File: src/rtl/i2c_target.sv
// I2C target on sys_clk: START/STOP detect, 7-bit address match, byte RX/TX with ACK.
// Latency 3 sys_clk pad-to-event; no clock stretching, so tx_data must be valid while tx_req=1.
module i2c_target #(
  parameter logic [6:0] ADDR = 7'h1A
) (
  input  logic       sys_clk,
  input  logic       rst,
  input  logic       scl_in,
  input  logic       sda_in,
  output logic       sda_oe,
  output logic [7:0] rx_data,
  output logic       rx_valid,
  output logic       rx_first,
  input  logic       ack_en,
  input  logic [7:0] tx_data,
  output logic       tx_req,
  output logic       busy,
  output logic       stop_det
);

  typedef enum logic [2:0] {
    S_IDLE, S_ADDR, S_ADDR_ACK, S_RX, S_RX_ACK, S_TX, S_TX_ACK, S_IGNORE
  } state_t;

  state_t      state;
  logic [2:0]  scl_sh, sda_sh;
  logic [3:0]  bit_cnt;
  logic [7:0]  shift, tx_shift;
  logic        rw, first_byte;

  // [0],[1] synchronize; [2] is history for edge detection. Reset to idle-bus level.
  always_ff @(posedge sys_clk) begin
    if (rst) begin
      scl_sh <= 3'b111;
      sda_sh <= 3'b111;
    end else begin
      scl_sh <= {scl_sh[1:0], scl_in};
      sda_sh <= {sda_sh[1:0], sda_in};
    end
  end

  logic       scl_rise, scl_fall, start_c, stop_c;
  logic [7:0] shift_nxt;

  assign scl_rise  = scl_sh[1] & ~scl_sh[2];
  assign scl_fall  = ~scl_sh[1] & scl_sh[2];
  assign start_c   = scl_sh[1] & ~sda_sh[1] & sda_sh[2];
  assign stop_c    = scl_sh[1] & sda_sh[1] & ~sda_sh[2];
  assign shift_nxt = {shift[6:0], sda_sh[1]};

  always_ff @(posedge sys_clk) begin
    if (rst) begin
      state      <= S_IDLE;
      sda_oe     <= 1'b0;
      rx_data    <= 8'h00;
      rx_valid   <= 1'b0;
      rx_first   <= 1'b0;
      tx_req     <= 1'b0;
      busy       <= 1'b0;
      stop_det   <= 1'b0;
      bit_cnt    <= 4'd0;
      shift      <= 8'h00;
      tx_shift   <= 8'h00;
      rw         <= 1'b0;
      first_byte <= 1'b0;
    end else begin
      rx_valid <= 1'b0;
      tx_req   <= 1'b0;
      stop_det <= 1'b0;
      if (tx_req) tx_shift <= tx_data;

      if (stop_c) begin
        state    <= S_IDLE;
        sda_oe   <= 1'b0;
        busy     <= 1'b0;
        stop_det <= 1'b1;
        bit_cnt  <= 4'd0;
      end else if (start_c) begin
        state   <= S_ADDR;
        sda_oe  <= 1'b0;
        bit_cnt <= 4'd0;
      end else begin
        case (state)
          S_ADDR: if (scl_rise) begin
            shift   <= shift_nxt;
            bit_cnt <= bit_cnt + 4'd1;
            if (bit_cnt == 4'd7) begin
              rw <= sda_sh[1];
              if (shift_nxt[7:1] == ADDR) begin
                state <= S_ADDR_ACK;
              end else begin
                state <= S_IGNORE;
                busy  <= 1'b0;
              end
            end
          end
          // bit_cnt 8: ACK not yet driven; 9: ACK on the bus, next fall ends the slot.
          S_ADDR_ACK: begin
            if (scl_fall) begin
              if (bit_cnt == 4'd8) begin
                sda_oe  <= 1'b1;
                busy    <= 1'b1;
                bit_cnt <= 4'd9;
              end else begin
                bit_cnt    <= 4'd0;
                first_byte <= 1'b1;
                if (rw) begin
                  state  <= S_TX;
                  sda_oe <= ~tx_shift[7];
                end else begin
                  state  <= S_RX;
                  sda_oe <= 1'b0;
                end
              end
            end else if (scl_rise && rw) begin
              tx_req <= 1'b1;
            end
          end
          S_RX: begin
            if (scl_rise) begin
              shift   <= shift_nxt;
              bit_cnt <= bit_cnt + 4'd1;
              if (bit_cnt == 4'd7) begin
                rx_data    <= shift_nxt;
                rx_valid   <= 1'b1;
                rx_first   <= first_byte;
                first_byte <= 1'b0;
              end
            end else if (scl_fall && bit_cnt == 4'd8) begin
              sda_oe <= ack_en;
              state  <= S_RX_ACK;
            end
          end
          S_RX_ACK: if (scl_fall) begin
            sda_oe  <= 1'b0;
            bit_cnt <= 4'd0;
            state   <= S_RX;
          end
          // bit_cnt 8 marks a fresh byte waiting for the ACK-slot fall to drive bit7.
          S_TX: if (scl_fall) begin
            if (bit_cnt == 4'd8) begin
              sda_oe  <= ~tx_shift[7];
              bit_cnt <= 4'd0;
            end else if (bit_cnt == 4'd7) begin
              sda_oe  <= 1'b0;
              bit_cnt <= 4'd0;
              state   <= S_TX_ACK;
            end else begin
              sda_oe   <= ~tx_shift[6];
              tx_shift <= {tx_shift[6:0], 1'b0};
              bit_cnt  <= bit_cnt + 4'd1;
            end
          end
          S_TX_ACK: if (scl_rise) begin
            if (!sda_sh[1]) begin
              tx_req  <= 1'b1;
              bit_cnt <= 4'd8;
              state   <= S_TX;
            end else begin
              sda_oe <= 1'b0;
              state  <= S_IGNORE;
            end
          end
          default: ;
        endcase
      end
    end
  end

endmodule

File: config.mk
export PLATFORM = sky130hd
export DESIGN_NAME = i2c_target
export DESIGN_NICKNAME = d
export VERILOG_FILES = /design/src/rtl/i2c_target.sv
export SDC_FILE = /design/constraint.sdc
export NUM_CORES = 1
export LEC_CHECK = 0
export ABC_AREA = 1
export BUFFER_PORTS_ARGS = -buffer_cell sky130_fd_sc_hd__buf_2
export CELL_PAD_IN_SITES_DETAIL_PLACEMENT = 1
export CELL_PAD_IN_SITES_GLOBAL_PLACEMENT = 2
export CORE_MARGIN = 2
export CORE_UTILIZATION = 29
export CTS_BUF_LIST = sky130_fd_sc_hd__clkbuf_8 sky130_fd_sc_hd__clkbuf_16
export CTS_CLUSTER_SIZE = 16
export DETAILED_ROUTE_END_ITERATION = 10
export PLACE_DENSITY_LB_ADDON = 0.1
export SYNTH_ARGS = -nofsm -noshare
export SYNTH_HDL_FRONTEND = slang
export SYNTH_SLANG_ARGS = --single-unit
File: constraint.sdc
create_clock -name sys_clk -period 1.4 [get_ports sys_clk]
set_input_delay 0.07 -clock sys_clk [delete_from_list [all_inputs] [get_ports sys_clk]]
set_output_delay 0.07 -clock sys_clk [all_outputs]
set_load 0.01 [all_outputs]
======== Yosys cells after proc, flatten, opt, wreduce, memory -nomap -nowiden ========
Cells that the tools add are included.
W data, S select, Z words.
word-level totals
  input port bits ......................... 13
  output and inout port bits .............. 14
  word-level logic and storage cells ...... 155
  bits in registers ....................... 44
cells by class
  reductions and logical operators ........ 21
  $add $sub $neg .......................... 1
  equal/unequal tests ..................... 38
  bitwise logic cells ..................... 16
  muxes and demuxes ....................... 63
operators by type and width
  operator               count
  $mux W8                7
  $mux W3                13
  $mux W4                9
  $ne A2 B2 Y1 const B   17
  $ne A3 B3 Y1 const B   11
  $mux W1                27
  $reduce_and A12 Y1     2
  $reduce_and A7 Y1      3
  $pmux W4 S5            1
  $pmux W3 S6            1
  $not A1 Y1             10
  $reduce_and A5 Y1      2
  $reduce_bool A5 Y1     2
  $eq A3 B3 Y1 const B   3
  $reduce_and A8 Y1      1
  $eq A7 B5 Y1 const B   1
  $reduce_bool A7 Y1     1
  $and A1 B1 Y1          6
  $eq A3 B2 Y1 const B   2
  $pmux W1 S2            3
  $reduce_bool A6 Y1     1
  $pmux W1 S5            1
  $reduce_or A5 Y1       1
  $add A4 B1 Y4 const B  1
  other kinds (10)       13

======== Logic depth before layout (Yosys ltp) ========
Gate-level depths: netlist (run 1).
  depth in word-level cells ............... 7
  mapped depth ............................ 12
  gate-level depth less buffers ........... 12

======== Worst setup path after synthesis (run 1) ========
No wires, ideal clock.
  path type ............................... reg-to-reg
  from .................................... register bit_cnt[0]
  to ...................................... register state[0]
  cell stages (with the launch flop) ...... 12
  slack ................................... -25 ps
  arrival ................................. 1311 ps
  setup time .............................. 114 ps
  path through ............................ dfxtp_1 -> inv_1 -> ha_1 -> nand2_1 -> nor2_2 -> nand2_1 -> nand2_1 -> nand2_1 -> nor2_1 -> nand3_2 -> nor2_1 -> nor2_2
on the way
  longest elaborated chain between the ends .. 4
  elaborated cells on any way between the ends .. 9
  those cells by class .................... 7 x eq/ne; 2 x reduce/logical
ends and longest elaborated chain
  what                              RTL line       RTL
  start, declared                   27             logic [3:0] bit_cnt;
  start signal, assigned            86             bit_cnt <= bit_cnt + 4'd1;
  start signal, assigned            122            bit_cnt <= bit_cnt + 4'd1;
  start signal, assigned            151            bit_cnt <= bit_cnt + 4'd1;
  $eq A4 B4 Y1                      100, 129, 141
  $logic_and A1 B1 Y1               129            end else if (scl_fall && bit_cnt == 4'd8) begin
  $ne A3 B3 Y1 (no line)            --
  $reduce_and A12 Y1 (no line) (*)  --
  end signal, assigned              108            state <= S_TX;
  end signal, assigned              131            state <= S_RX_ACK;
  end signal, assigned              147            state <= S_TX_ACK;
  end, declared                     25             state_t state;
Mark *: on every way between the ends. The rest lies on a longest branch, timed or not.
A chain may end at the register's enable or synchronous reset.

======== Worst setup path in the final report (run 1) ========
  from .................................... register bit_cnt[1]
  to ...................................... register first_byte
on the way
  longest elaborated chain between the ends .. 3
  elaborated cells on any way between the ends .. 5
  those cells by class .................... 4 x eq/ne; 1 x reduce/logical
ends and longest elaborated chain
  what                                                 RTL line  RTL
  $eq A4 B3 Y1 / $eq A4 B4 Y1 (equally long branches)  123, 100
  $ne A2 B2 Y1 (no line)                               --
  $reduce_and A7 Y1 (no line) (*)                      --
  end signal, assigned                                 65        first_byte <= 1'b0;
  end signal, assigned                                 106       first_byte <= 1'b1;
  end signal, assigned                                 127       first_byte <= 1'b0;
  end, declared                                        29        logic rw, first_byte;
Marked as above.

==> results of run 1 <==
-- per-layer routing --
metal	global-route usage, %	vias to the layer above	wire (µm)
met2	27.2	21	3310
met1	23.5	1108	3510
met4	3.41	0	47
li1	-	1202	-
met3	2.66	4	135
met5	0	-	0
-- synth_stat cells, types with 5 or more instances --
master	n
nand2_1	75
nor2_1	46
dfxtp_1	44
inv_1	31
a21oi_1	28
o21ai_0	22
nand3_1	18
inv_2	8
nand2_2	7
nor2_2	7
nand3_2	6
nor2_4	5
-- final timing paths --
path | from | end
setup reg to reg | bit_cnt[1] | first_byte
hold / removal | rst | stop_det
setup / recovery | bit_cnt[1] | first_byte
hold reg to reg | scl_sh[0] | scl_sh[1]
-- metrics by stage --
step | total power (W) | utilization [%] | TNS (ns) | hold slack (ns) | setup slack [ns]
floorplan | 0.00262 | - | 0 | 0.174 | 0.00910
global placement | 0.00346 | 38.8 | -3.37 | 0.252 | -0.235
detailed placement | 0.00348 | 38.8 | -3.84 | 0.260 | -0.225
CTS | 0.00473 | 42.4 | -2.02 | 0.0713 | -0.139
global route | 0.00531 | 45.5 | -3.88 | 0.0940 | -0.210
finish | 0.00497 | 45.5 | -1.26 | 0.0653 | -0.114
-- registers in the layout (all words and copies together) (netlist names) --
name and count:
rx_data 8, tx_shift 8, shift 7, bit_cnt 4, scl_sh 3, sda_sh 3
state 3, busy 1, first_byte 1, rw 1, rx_first 1, rx_valid 1
sda_oe 1, stop_det 1, tx_req 1
-- what timing repair did --
item / CTS / global route
hold buffers: 2 / 0
hold endpoints to repair: 2 / 0
setup endpoints to repair: 34 / 37
pin swaps: 11 / 26
buffers inserted: 4 / 5
gates resized for setup: 41 / 56
-- logic make-up after synthesis --
group	synth area share [%]
and+or+nand+nor	38.3
muxes	0.451
buffers and inverters	8.13
AOI/OAI and AO/OA	11.9
xor gates and xnor gates	0.395
DFF	39.7
adders and majority gates	1.13
-- where the power goes --
group	switching [W]	leakage (nW)	internal, W
combinational	0.00138	1.17	0.00108
clock	0.000486	0.0548	0.000538
sequential	0.000109	0.358	0.00137
total	0.00198	1.58	0.00299
-- layout make-up --
type,instances,area (µm²),share of cell area (%)
Timing Repair Buffer,85,642,19.2
Clock inverter,3,46.3,1.39
Tap cell,99,124,3.71
Multi-Input combinational cell,235,1400,41.8
Sequential cell,44,902,27.0
Clock buffer,5,68.8,2.06
Inverter,39,159,4.76
-- critical path, cell delays in order (launching register included) --
cell and delay [ns]:
dfxtp_4 0.39, ha_4 0.15, nand2_4 0.06, nor2_4 0.22
buf_6 0.14, nand2_2 0.07, nand2_2 0.09, nand4_1 0.13
nor2_1 0.11, nor2_1 0.05
==> results.md, run 1 <==
- Status: complete, but fails checks
- Failing checks: negative setup slack
- Post-Layout Cell Count: 510
- Number of remaining DRC errors: 0
- Count of flip-flops with a built-in enable after synthesis: 0
- # IOs: 27
- Seq/Total Area, Yosys: 39.7%
- Htree depth: 2
- Upper clock frequency limit: 660 MHz
- Yosys warns: 0
- Total gr overflow: 0
- Gpl congestion: 0.800
- Routed WL: 7000 µm
- Die H: 91.4 µm
- Post-route ant nets: 0
- # rows: 31
- Worst endpoint required time: 1.60 ns
- Gr usage total: 16.8%
- Syn_nets: 339
- Vias/cell: 4.58
- # diodes: 0
- Share of layout cells above drive strength 1: 43.6%
- Antenna violations before repair: 0
- Final setup viols: 27
- Final clock skew: 0.00452 ns
- Routed wire per std cell: 13.7 µm
- Max Transition Viols Final: 0
- Vias in the first global route: 2297
- Crit path time final: 1.51 ns
- Via count: 2335
- Clock latency on the worst-skew pair: 0.30 ns
- Static leakage: 1.58 nW
- Fin area: 3340 µm²
- Full die area: 8360 µm²
- Sink Count: 44
- Max-Cap Viols: 0
- CTS tree: built
- Synthesized area: 2220 µm²
- Initial DRT Pass Iterations: 4
- Syn Inst Count: 324
- Placed Instances: 491
- Die X-Extent: 91.4 µm
- Hold Vio Cnt, Final: 0
- Synth Area per Inst: 6.84 µm²
- Fillers: 932
- Worst EP arrival: 1.72 ns
- Area growth, synth to finish: 50.5%
- Most common cell after layout, fill and taps aside: nand2_1
- Hold Path Depth: 2
- Synth area leaders: dfxtp_1 40%, nand2_1 13%, nor2_1 7.8%
- Measured slew at the worst slew-check pin: 0.443 ns
- Netlist cell types: 28
- FF-to-FF path depth: 9
- Placed Area: 2840 µm²
- Post-synth top area share: 39.7%
- FFs w/ async S/R, synth: 0%
- NumNets Final: 425
- CTS max path bufs: 2
- Maximum fanout along the worst path: 6
- Port buffer count: 26
- CP Capture Type: register
- Cts bufs inserted: 5
- Area leader, netlist: dfxtp_1
- Commonest non-fill, non-tap cells in the layout: 61 x nand2_1, 47 x buf_4, 35 x nor2_1, 35 x dfxtp_1, 28 x inv_1
- Clk root buf: clkbuf_8
- Final Cycle Share: 108%
- Core area: 7330 µm²
- Synth Flop Type: dfxtp_1
- Final setup margin: -0.114 ns
- RSZ-0062 raised after global routing: true
- Initial Utilization: 30.2%
- Crit path kind: register to register
- Worst vdd ir: 556 µV
- First-pass GRT wire length: 11300 µm
- Setup crit start kind: register
- Post-DP HPWL: 5210 µm
- Tightest Hold Check Type: input pin to register
- Drt first-iter violations: 58
- Pwr per Cell Area: 1490 nW/µm²
- Relative slew slack: 70.3%
- R2r setup slk: -0.11 ns
- Clk pin slew, worst setup/hold paths: 0.09 ns
- Largest net degree at the start of global routing: 24
- Synthesis-stage register bit count: 44
(Power assumes the default switching activity.)
==> run 2: changes to the inputs <==
- SETUP_SLACK_MARGIN: default -> 0.15
==> run 2 against run 1 <==
  * The flow still finishes with violations (negative setup slack)
  * Power decreased by 7.3%
  * Clock power decreased by 20%
  * Sequential power about the same
  * Clock skew increased by 0.0022 ns
==> results.md, run 2 (same netlist as run 1, synthesis figures left out) <==
- Status: complete, but fails checks
- Failing checks: negative setup slack
- Flop pwr share: 32.1%
- Clk pin slew, worst setup/hold paths: 0.09 ns
- Setup crit start kind: register
- Post-route ant nets: 0
- Worst vdd ir: 433 µV
- Share of layout cells above drive strength 1: 41.2%
- Via count: 2326
- Number of remaining DRC errors: 0
- Commonest non-fill, non-tap cells in the layout: 71 x nand2_1, 56 x buf_4, 39 x nor2_1
- Routed WL: 6830 µm
- Clock latency on the worst-skew pair: 0.30 ns
- Placed Area: 2840 µm²
- Routed wire per std cell: 13.3 µm
- Vias in the first global route: 2356
- Internal power: 0.00272 W
- RSZ-0062 raised after global routing: true
- Hold Vio Cnt, Final: 0
- Initial DRT Pass Iterations: 4
- Gpl congestion: 0.804
- Crit path time final: 1.60 ns
- Htree depth: 2
- Critical path cell sequence: inv_4, ha_4, nand2_4, nor2_4, nand2_1, nand2_1, nand2_1, nor2_2, nand3_4, nand2_1, nand2_1, nor2_2
- Port buffer count: 26
- Pwr per Cell Area: 1410 nW/µm²
- Fillers: 936
- Fin area: 3270 µm²
- Antenna violations before repair: 0
- Most common cell after layout, fill and taps aside: nand2_1
- CTS max path bufs: 2
- Largest net degree at the start of global routing: 28
- Gr usage total: 17.0%
- CP Capture Type: register
- # diodes: 0
- Clk root buf: clkbuf_8
- Drt first-iter violations: 89
- Max Transition Viols Final: 0
- Cts bufs inserted: 5
- Die X-Extent: 91.4 µm
- # rows: 31
- Switch Pwr: 0.00188 W
- Slowest library cell on the worst path: dfxtp_4
- Setup TNS: -2.68 ns
- Final setup margin: -0.199 ns
- CTS tree: built
- Slowest Stage Delay on Critical Path: 0.38 ns
- Area growth, synth to finish: 47.3%
- Top Registers: rx_data: 8 flops, tx_shift: 8 flops, shift: 7 flops
- First-pass GRT wire length: 11300 µm
- Maximum fanout along the worst path: 6
- Post-DP HPWL: 5100 µm
- Max-Cap Viols: 0
- Final Cycle Share: 114%
- Most frequent cell on the critical path: nand2_1
- Relative slew slack: 74.3%
- Worst EP arrival: 1.84 ns
- Setup WS pre-CTS: -0.164 ns
- Die H: 91.4 µm
- Final clock skew: 0.00671 ns
- Static leakage: 1.53 nW
- Full die area: 8360 µm²
- Clock power share: 17.8%
- Crit path kind: register to register
- Vias/cell: 4.53
- Initial Utilization: 30.2%
- Tightest Hold Check Type: input pin to register
- Hold Worst Slack: 0.0892 ns
- # IOs: 27
- Core area: 7330 µm²
- Sink Count: 44
- Final setup viols: 28
- Total gr overflow: 0
- Combinational fraction of design power: 50.1%
- Switching Share: 40.9%
- Upper clock frequency limit: 626 MHz
- NumNets Final: 430
- Worst endpoint required time: 1.64 ns
- Measured slew at the worst slew-check pin: 0.383 ns
## run 2: cell types whose count changed in the layout (fill, tap and decap cells not counted), moves of 3 or more
cell     change
buf_4        +9
buf_6        -4
dfxtp_1      +3
nand2_1     +10
nand2_2      -8
nand3_1      +4
nand3_2      -5
nor2_1       +4
nor2_4       -3
o21ai_0      +3
o21ai_1     -12
o21ai_2      +9
## run 2: power by group through the flow
stage          registers [W]  logic, W  clock network, W
3_5_place_dp         0.00148   0.00198                 0
5_1_grt              0.00150   0.00255          0.000889
6_report             0.00148   0.00231          0.000818
3_3_place_gp         0.00147   0.00196                 0
4_1_cts              0.00147   0.00210          0.000851
2_1_floorplan        0.00148   0.00119                 0
## run 2: routing by layer
| metal | global-route usage, % | share of wire, % | vias to the layer above |
|---|---|---|---|
| li1 | - | - | 1209 |
| met5 | 0 | 0 | - |
| met4 | 5.81 | 2.1 | 0 |
| met2 | 27.6 | 46 | 29 |
| met1 | 22.5 | 49 | 1079 |
| met3 | 3.32 | 2.5 | 9 |
## run 2: worst max-delay path: cells and delay by family, from the launching register on
family	cells	cell delay (ns)
simple gates	10	0.93
flops	1	0.38
fa+ha+maj	1	0.14
buf+inv	1	0.06
## run 2: worst paths after layout
check | startpoint | end | slack, ns | cells after the start
worst max-delay path | bit_cnt[0] | state[0] | -0.20 | 12
worst max register to register | bit_cnt[0] | state[0] | -0.20 | 12
worst min register to register | scl_sh[0] | scl_sh[1] | 0.42 | 1
worst min-delay path | tx_data[0] | tx_shift[0] | 0.09 | 3
## run 2: through the flow
step	power (W)	util, %	std cells
detailed placement	0.00346	38.8	490
global placement	0.00343	38.8	490
floorplan	0.00267	-	324
finish	0.00460	44.5	514
global route	0.00494	44.5	514
CTS	0.00443	42.3	507
## run 2: final cells by class
class	count	area [µm²]	area share, %
timing repair buffer	89	644	19.7
inverter	39	156	4.79
sequential	44	893	27.4
clock inverter	2	12.5	0.383
clock buffer	5	68.8	2.11
tap	99	124	3.79
multi-input combinational	236	1370	41.8
## run 2: timing repair
action,in CTS,in global routing
buffers inserted,8,6
gates cloned,0,1
gates resized for setup,32,29
hold endpoints to repair,2,0
pin swaps,8,16
hold buffers,2,0
endpoints found under the setup margin,37,37
==> run 3: changes to the inputs <==
- CORE_UTILIZATION: 29 -> 32
- GPL_ROUTABILITY_DRIVEN: default -> 0
- clock period: 1.4 -> 1.8 ns (I/O delays scaled with it)
==> run 3 against run 2 <==
  * The flow now finishes without violations
  * Power fell by 31%
  * First-iteration DRC count fell by 28%
  * Register-to-register slack better by 0.36 ns
==> results.md, run 3 (same netlist as run 1, synthesis figures left out) <==
- Routed WL: 6240 µm
- NumNets Final: 382
- Number of remaining DRC errors: 0
- Clk pin slew, worst setup/hold paths: 0.10 ns
- Status: complete, no violations
- First-pass GRT wire length: 10100 µm
- Final clock skew: 0.00920 ns
- Final setup viols: 0
- Post-route ant nets: 0
- Gr usage total: 17.0%
- # IOs: 27
- Commonest non-fill, non-tap cells in the layout: 72 x nand2_1, 43 x nor2_1, 40 x dfxtp_1
- Clock power share: 21.0%
- Maximum fanout along the worst path: 6
- Crit path kind: register to register
- # diodes: 0
- Setup TNS: 0 ns
- Clock latency on the worst-skew pair: 0.31 ns
- Routed wire per std cell: 13.9 µm
- Internal power: 0.00182 W
- Share of layout cells above drive strength 1: 27.2%
- CTS tree: built
- Die X-Extent: 87.2 µm
- Via count: 2184
- Final Cycle Share: 90.8%
- Worst vdd ir: 335 µV
- Port buffer count: 26
- Measured slew at the worst slew-check pin: 0.487 ns
- Slowest Stage Delay on Critical Path: 0.37 ns
- Drt first-iter violations: 64
- Initial DRT Pass Iterations: 4
- Fillers: 892
- Most common cell after layout, fill and taps aside: nand2_1
- Area growth, synth to finish: 22.0%
- Slowest library cell on the worst path: dfxtp_2
- Die H: 87.2 µm
- Static leakage: 1.26 nW
- Htree depth: 2
- Switch Pwr: 0.00135 W
- Total gr overflow: 0
- Core Util, Final: 40.0%
- Worst endpoint required time: 2.04 ns
- Core area: 6760 µm²
- Total power: 0.00317 W
- Hold Vio Cnt, Final: 0
- Vias/cell: 4.88
- Clk root buf: clkbuf_8
- CP Capture Type: register
- Full die area: 7610 µm²
- Sink Count: 44
- Initial Utilization: 32.8%
- Tightest Hold Check Type: input pin to register
- Setup WS pre-CTS: 0.119 ns
- Top Registers: rx_data: 8 flops, tx_shift: 8 flops, shift: 7 flops
- R2r setup slk: 0.17 ns
- Crit path time final: 1.63 ns
- RSZ-0062 raised after global routing: true
- Max-Cap Viols: 0
- Switching Share: 42.7%
- Final setup margin: 0.166 ns
- # rows: 30
- Hold Worst Slack: 0.0800 ns
- Upper clock frequency limit: 612 MHz
- Combinational fraction of design power: 43.1%
- Largest net degree at the start of global routing: 22
- Max Transition Viols Final: 0
- CTS max path bufs: 2
- Post-DP HPWL: 4560 µm
- Pwr per Cell Area: 1170 nW/µm²
- Cts bufs inserted: 5
- Setup crit start kind: register
- Vias in the first global route: 2128
- Critical path cell sequence: ha_1, nand2_2, nor2_4, a21oi_1, nor2_2, nand3_4, nand2_1, nand2_1, nor2_2
- Flop pwr share: 35.9%
- Relative slew slack: 67.5%
- Worst EP arrival: 1.88 ns
- Antenna violations before repair: 0
==> run 3: cell types whose count changed in the layout (fill, tap and decap cells not counted), moves of 4 or more <==
| cell | previous run | this run |
|---|---|---|
| o21ai_2 | 9 | 0 |
| inv_4 | 4 | 0 |
| inv_2 | 6 | 10 |
| o21ai_0 | 10 | 22 |
| nor2_1 | 39 | 43 |
| buf_4 | 56 | 12 |
==> run 3: repair_timing <==
action | 4_1_cts | 5_1_grt
hold buffers | 2 | 0
pin swaps | 0 | 12
setup endpoints to repair | 11 | 30
endpoints found under the hold margin | 2 | 0
resized for setup | 1 | 19
gates cloned | 1 | 1
setup buffers | 1 | 3
==> run 3: path summary, 6_finish.rpt <==
check                  start  cells past startpoint   endpoint
setup / recovery  bit_cnt[1]                      9   state[0]
hold / removal           rst                      2   stop_det
setup reg to reg  bit_cnt[1]                      9   state[0]
hold reg to reg    sda_sh[0]                      1  sda_sh[1]
==> run 3: per-layer routing <==
| layer | vias up | track usage, % | routed length (µm) |
|---|---|---|---|
| met5 | - | 0 | 0 |
| met4 | 0 | 5.45 | 80 |
| met3 | 8 | 3.22 | 143 |
| met2 | 26 | 26.6 | 2900 |
| met1 | 1026 | 23.6 | 3120 |
| li1 | 1124 | - | - |
==> run 3: critical path, delay by kind of cell (launching register included) <==
| kind | cells | cell delay (ns) |
|---|---|---|
| AND/OR/NAND/NOR | 7 | 0.86 |
| adder cells (fa/ha/maj) | 1 | 0.21 |
| AO/OA/AOI/OAI | 1 | 0.13 |
| flip-flops | 1 | 0.37 |
==> run 3: layout make-up <==
| type | count | area [µm²] | area share, % |
|---|---|---|---|
| clock inverter | 3 | 25.0 | 0.925 |
| timing repair buffer | 40 | 240 | 8.88 |
| tap | 80 | 100 | 3.70 |
| clock buffer | 5 | 68.8 | 2.54 |
| multi-input combinational | 237 | 1240 | 45.8 |
| sequential | 44 | 886 | 32.7 |
| inverter | 39 | 146 | 5.41 |
==> run 3: power by group through the flow <==
stage          Clock [W]  Sequential, W  Combinational [W]
4_1_cts         0.000700        0.00113            0.00120
5_1_grt         0.000752        0.00115            0.00154
6_report        0.000666        0.00114            0.00137
2_1_floorplan          0        0.00114           0.000891
3_3_place_gp           0        0.00115            0.00119
3_5_place_dp           0        0.00115            0.00118
==> run 3: per-stage QoR <==
stage,std cells,area (µm²)
detailed placement,432,2470
global route,448,2710
finish,448,2710
CTS,444,2610
global placement,432,2470
floorplan,324,2220
